==> config.mk <==
export PLATFORM = sky130hd
export DESIGN_NAME = noc_put_arbiter
export DESIGN_NICKNAME = d
export VERILOG_FILES = /design/src/rtl/noc_arb_pkg.sv /design/src/rtl/rr_pick.sv /design/src/rtl/noc_put_arbiter.sv
export SDC_FILE = /design/constraint.sdc
export NUM_CORES = 1
export LEC_CHECK = 0
export CORE_MARGIN = 2
export CORE_UTILIZATION = 36
export DETAILED_ROUTE_END_ITERATION = 10
export PLACE_DENSITY = 0.81
export SLEW_MARGIN = 20
export SYNTH_ARGS = -nofsm -noshare
export SYNTH_HDL_FRONTEND = slang
export SYNTH_SLANG_ARGS = --single-unit
==> constraint.sdc <==
create_clock -name clk -period 2.6 [get_ports clk]
set_input_delay 0.65 -clock clk [delete_from_list [all_inputs] [get_ports clk]]
set_output_delay 0.65 -clock clk [all_outputs]
set_load 0.02 [all_outputs]
==> src/rtl/noc_arb_pkg.sv <==
// noc_arb_pkg: shared types and constants for the NoC put-side arbiter.
`ifndef FLIT_WIDTH
`define FLIT_WIDTH 32
`endif

package noc_arb_pkg;

  // Arbiter FSM: one IDLE cycle per packet, then QUERY/CHECK/SEND per flit
  typedef enum logic [1:0] {
    IDLE  = 2'd0,
    QUERY = 2'd1,
    CHECK = 2'd2,
    SEND  = 2'd3
  } arb_state_t;

  // Virtual channels offered by the router port
  localparam int NOC_NUM_VCS = 2;

endpackage

==> src/rtl/rr_pick.sv <==
// rr_pick: combinational round-robin search starting at ptr and wrapping past N_REQ-1.
module rr_pick #(
  parameter int N_REQ = 4
) (
  input  logic [N_REQ-1:0]         req,
  input  logic [$clog2(N_REQ)-1:0] ptr,
  output logic                     found,
  output logic [$clog2(N_REQ)-1:0] idx
);

  localparam int IDX_W = $clog2(N_REQ);

  logic [IDX_W:0] cand;

  // Walk the candidates ptr, ptr+1, ... (mod N_REQ) and keep the first one requesting
  always_comb begin
    found = 1'b0;
    idx   = '0;
    cand  = '0;
    for (int i = 0; i < N_REQ; i++) begin
      cand = {1'b0, ptr} + (IDX_W+1)'(i);
      if (cand >= (IDX_W+1)'(N_REQ)) begin
        cand = cand - (IDX_W+1)'(N_REQ);
      end
      if (!found && req[cand[IDX_W-1:0]]) begin
        found = 1'b1;
        idx   = cand[IDX_W-1:0];
      end
    end
  end

endmodule

==> src/rtl/noc_put_arbiter.sv <==
// noc_put_arbiter: grants whole packets round-robin to local requesters and injects
// each flit into the router only after a fresh non-full VC query.
module noc_put_arbiter
  import noc_arb_pkg::*;
#(
  parameter int N_REQ  = 4,
  parameter int FLIT_W = `FLIT_WIDTH
) (
  input  logic                     clk,
  input  logic                     resetn,
  input  logic [N_REQ-1:0]         req_valid,
  input  logic [N_REQ*FLIT_W-1:0]  req_flit,
  input  logic [N_REQ-1:0]         req_last,
  input  logic [N_REQ-1:0]         req_vc,
  output logic [N_REQ-1:0]         req_ready,
  output logic                     en_get_non_full_VCs,
  input  logic [NOC_NUM_VCS-1:0]   get_non_full_VCs,
  output logic [FLIT_W-1:0]        put_flit,
  output logic                     en_put,
  output logic [$clog2(N_REQ)-1:0] grant_id,
  output logic                     busy
);

  localparam int IDX_W = $clog2(N_REQ);

  arb_state_t       state_q, state_d;
  logic [IDX_W-1:0] grant_q, grant_d;
  logic [IDX_W-1:0] rr_ptr_q, rr_ptr_d;
  logic             vc_q, vc_d;
  logic [FLIT_W-1:0] flit_q, flit_d;
  logic             last_q, last_d;
  logic             en_put_q, en_put_d;
  logic             en_get_q, en_get_d;

  logic             pick_found;
  logic [IDX_W-1:0] pick_idx;

  rr_pick #(
    .N_REQ(N_REQ)
  ) u_pick (
    .req  (req_valid),
    .ptr  (rr_ptr_q),
    .found(pick_found),
    .idx  (pick_idx)
  );

  // Next-state logic; the strobes are precomputed so they leave the block as flops
  always_comb begin
    state_d   = state_q;
    grant_d   = grant_q;
    rr_ptr_d  = rr_ptr_q;
    vc_d      = vc_q;
    flit_d    = flit_q;
    last_d    = last_q;
    en_put_d  = 1'b0;
    en_get_d  = 1'b0;
    req_ready = '0;
    case (state_q)
      IDLE: begin
        if (pick_found) begin
          grant_d  = pick_idx;
          vc_d     = req_vc[pick_idx];
          state_d  = QUERY;
          en_get_d = 1'b1;
        end
      end
      QUERY: begin
        state_d = CHECK;
      end
      CHECK: begin
        if (req_valid[grant_q] && get_non_full_VCs[vc_q]) begin
          req_ready[grant_q] = 1'b1;
          flit_d   = req_flit[int'(grant_q)*FLIT_W +: FLIT_W];
          last_d   = req_last[grant_q];
          state_d  = SEND;
          en_put_d = 1'b1;
        end else begin
          state_d  = QUERY;
          en_get_d = 1'b1;
        end
      end
      SEND: begin
        if (last_q) begin
          rr_ptr_d = (grant_q == IDX_W'(N_REQ-1)) ? '0 : grant_q + IDX_W'(1);
          state_d  = IDLE;
        end else begin
          state_d  = QUERY;
          en_get_d = 1'b1;
        end
      end
      default: begin
        state_d = IDLE;
      end
    endcase
  end

  // State and datapath registers; reset drops any flit acked but not yet put
  always_ff @(posedge clk or negedge resetn) begin
    if (!resetn) begin
      state_q  <= IDLE;
      grant_q  <= '0;
      rr_ptr_q <= '0;
      vc_q     <= 1'b0;
      flit_q   <= '0;
      last_q   <= 1'b0;
      en_put_q <= 1'b0;
      en_get_q <= 1'b0;
    end else begin
      state_q  <= state_d;
      grant_q  <= grant_d;
      rr_ptr_q <= rr_ptr_d;
      vc_q     <= vc_d;
      flit_q   <= flit_d;
      last_q   <= last_d;
      en_put_q <= en_put_d;
      en_get_q <= en_get_d;
    end
  end

  assign put_flit            = flit_q;
  assign en_put              = en_put_q;
  assign en_get_non_full_VCs = en_get_q;
  assign grant_id            = grant_q;
  assign busy                = (state_q != IDLE);

endmodule

==> results.txt <==
Status: finished clean
Peak Freq: 391.7 MHz
Simple-gate share of the synthesized area: 4.186%
RSZ-0062 raised after global routing: yes
1st-iter DRT viols: 48
Min cycle time layout: 2.553 ns
Final Hold Fails: 0
Core area: 7292 sq um
Critical Path Sink Type: output port
Adder-cell share of the synthesized area: 1.840%
CTS clock-pin slew for the worst setup and hold paths: 0.08 ns
Pwr Total: 4.202 mW
Setup TNS: 0 ns
FF-to-FF End: put_flit[30]$_DFFE_PN0P_
R2r setup slk: 0.36 ns
Fin cells: 464
Power per cell area: 878.7 nW/um^2
Main combinational cell family by area after synthesis: multiplexers
TritonCTS clock tree: built
Synth warn: 0
Total of max-cap violations: 0
FP Rows: 31
Drt first pass iters: 4
Hpwl dp: 6.222 mm
Layout Skew: 0.008707 ns
WL/cell: 16.91 microns
Fillers: 583
Syn nets: 321
Final Wtd Congestion: 0.7674
R2R cell count: 5
Share of cells above drive strength 1: 27.12%
Wire length of the first global-routing pass: 12.61 mm
Post-route DRC: 0
Worst hold path type: in2async
Vias in the first global route: 2536
# IOs: 185
Area Growth Syn to Fin: 75.81%
Full die area: 8267 sq um
Via/cell ratio: 5.006
Post-route ant nets: 0
Pre-CTS WS: -0.8475 ns
VDD IR max: 0.6495 mV
Die X: 90.93 microns
Worst setup margin: 0.04678 ns
Register area share after synthesis: 38.64%
Initial antenna violation count: 0
Via count: 2323
Max Buffers Root-to-Sink: 2
Least-Margin Pin Slew: 0.6631 ns
Htree depth: 2
Clock sink total: 42
Reg2reg start: grant_id[0]$_DFFE_PN0P_
CP max FO: 5
Compound-Gate Fraction of Synth Area: 3.772%
Final WL: 7.847 mm
Post-synthesis mux area share: 47.52%
Max-slew violations: 0
CTS root buf: clkbuf_8
Pin count of the biggest net entering global routing: 39
Die Ht: 90.93 microns
Placed cell count: 455
Unique cell type count in the Yosys netlist: 34
Seq cells post-synth: 42
Mapped Area: 2720 sq um
Smallest hold slack: 0.3911 ns
N_diodes: 0
Leakage: 2.006 nW
Post-synthesis xor/xnor area fraction: 0%
Global Route Usage Sum: 19.34%
Global route overflow: 0
Final setup fails: 0
CP arrival: 1.90 ns
TritonCTS Buffers: 5
Final net count: 512
Synthesized area per cell: 15.72 sq um
Relative slew slack: 55.80%
Starting Density: 37.30%
Period utilisation layout: 98.20%
Mapped Cells: 173
Buffers on Ports: 184
Critical Path RT: 1.95 ns
Clock latency on the worst-skew pair: 0.29 ns
Setup CP Type: reg2out
CP Launch Type: flop
-- where the power goes --
part	leakage, nW	switching, mW	internal, mW
sequential	0.495	0.209	0.979
combinational	1.46	1.05	1.54
clock	0.0482	0.215	0.214
total	2.01	1.47	2.73
-- per-layer routing --
| metal | track usage [%] | share of wire (%) |
|---|---|---|
| met1 | 21.63 | 36 |
| met2 | 36.54 | 56 |
| met3 | 4.758 | 6.8 |
| met4 | 4.672 | 1.2 |
| met5 | 0 | 0 |
-- cell usage after synthesis (all sizes together) --
library cell	n	area (sq um)
nor4	1	6.260
dfrtp	42	1051
mux2i	2	20.02
clkbuf	4	15.01
buf	8	68.81
nor2	1	3.750
o311ai	1	8.760
or3	1	6.260
o21ai	4	20.01
o21a	1	7.510
o211ai	3	22.52
o2bb2a	1	10.01
or3b	1	8.760
a21oi	4	20.02
nand2b	2	12.51
nand2	7	26.28
ha	4	50.05
o22ai	1	6.260
nor3b	1	7.510
and2	4	25.02
o31ai	1	7.510
or2	2	12.52
mux2	35	499.2
mux4	34	773.2
inv	7	26.27
nand3	1	5.000
-- metrics by stage --
| step | util [%] | cell area (sq um) |
|---|---|---|
| detailed placement | 64.28 | 4687 |
| finish | 65.58 | 4782 |
| global route | 65.58 | 4782 |
| CTS | 65.75 | 4795 |
| floorplan | - | 2726 |
| global placement | 64.28 | 4687 |
-- kinds of logic after synthesis --
family	Yosys count
fa+ha+maj	4
compound gates	16
simple gates	21
buf+inv	19
mux	71
flops	42
-- flip-flops by register name, summed over array words and instances, names as in the netlist --
register	cells
last_q	1
rr_ptr_q	2
en_put	1
put_flit	32
grant_id	2
vc_q	1
state_q	2
en_get_non_full_VCs	1
-- worst max-delay path by stage --
| stage | startpoint | endpoint |
|---|---|---|
| after detailed placement | req_valid[2] | req_ready[0] |
| after global placement | req_valid[1] | req_ready[2] |
| after global routing | grant_id[0]$_DFFE_PN0P_ | req_ready[3] |
| final | grant_id[0]$_DFFE_PN0P_ | req_ready[0] |
| after floorplan | grant_id[0]$_DFFE_PN0P_ | req_ready[0] |
| after CTS | req_valid[3] | req_ready[2] |
-- critical path, cell delays in order (launching register included) --
cell      delay, ns
dfrtp_2        0.42
mux4_2         0.34
o211ai_1       0.12
or3b_4         0.41
inv_4          0.08
and2_4         0.14
buf_6          0.11
-- final cells by class --
cell class	instances	area, sq um	share of cell area [%]
inverter	7	28.78	0.6018
sequential	42	1054	22.03
tap	99	123.9	2.590
timing repair buffer	196	1913	40.01
clock buffer	7	86.33	1.805
clock inverter	1	5.005	0.1047
multi-input combinational	112	1572	32.86
-- placed cells by master, fill, tap and decap left out, types with 2 or more instances in the layout --
cell and instances:
mux2_2 2, o211ai_1 3, mux2_1 5, buf_6 5, mux4_1 2, mux2_4 28, inv_1 6, mux4_2 32
dfrtp_1 40, mux2i_1 2, and2_4 4, clkbuf_2 4, clkdlybuf4s50_1 173, nand2b_1 2, nand2_1 7, dlygate4sd2_1 2
ha_1 4, clkbuf_8 6, dfrtp_2 2, o21ai_0 3, buf_4 11, a21oi_1 4
-- timing repair --
action                     in CTS  in global routing
gates resized for setup        41                  4
pin swaps                       4                  3
setup buffers                   0                  1
setup endpoints to repair       7                  4
hold buffers                    0                  0
(Power assumes the default switching activity.)
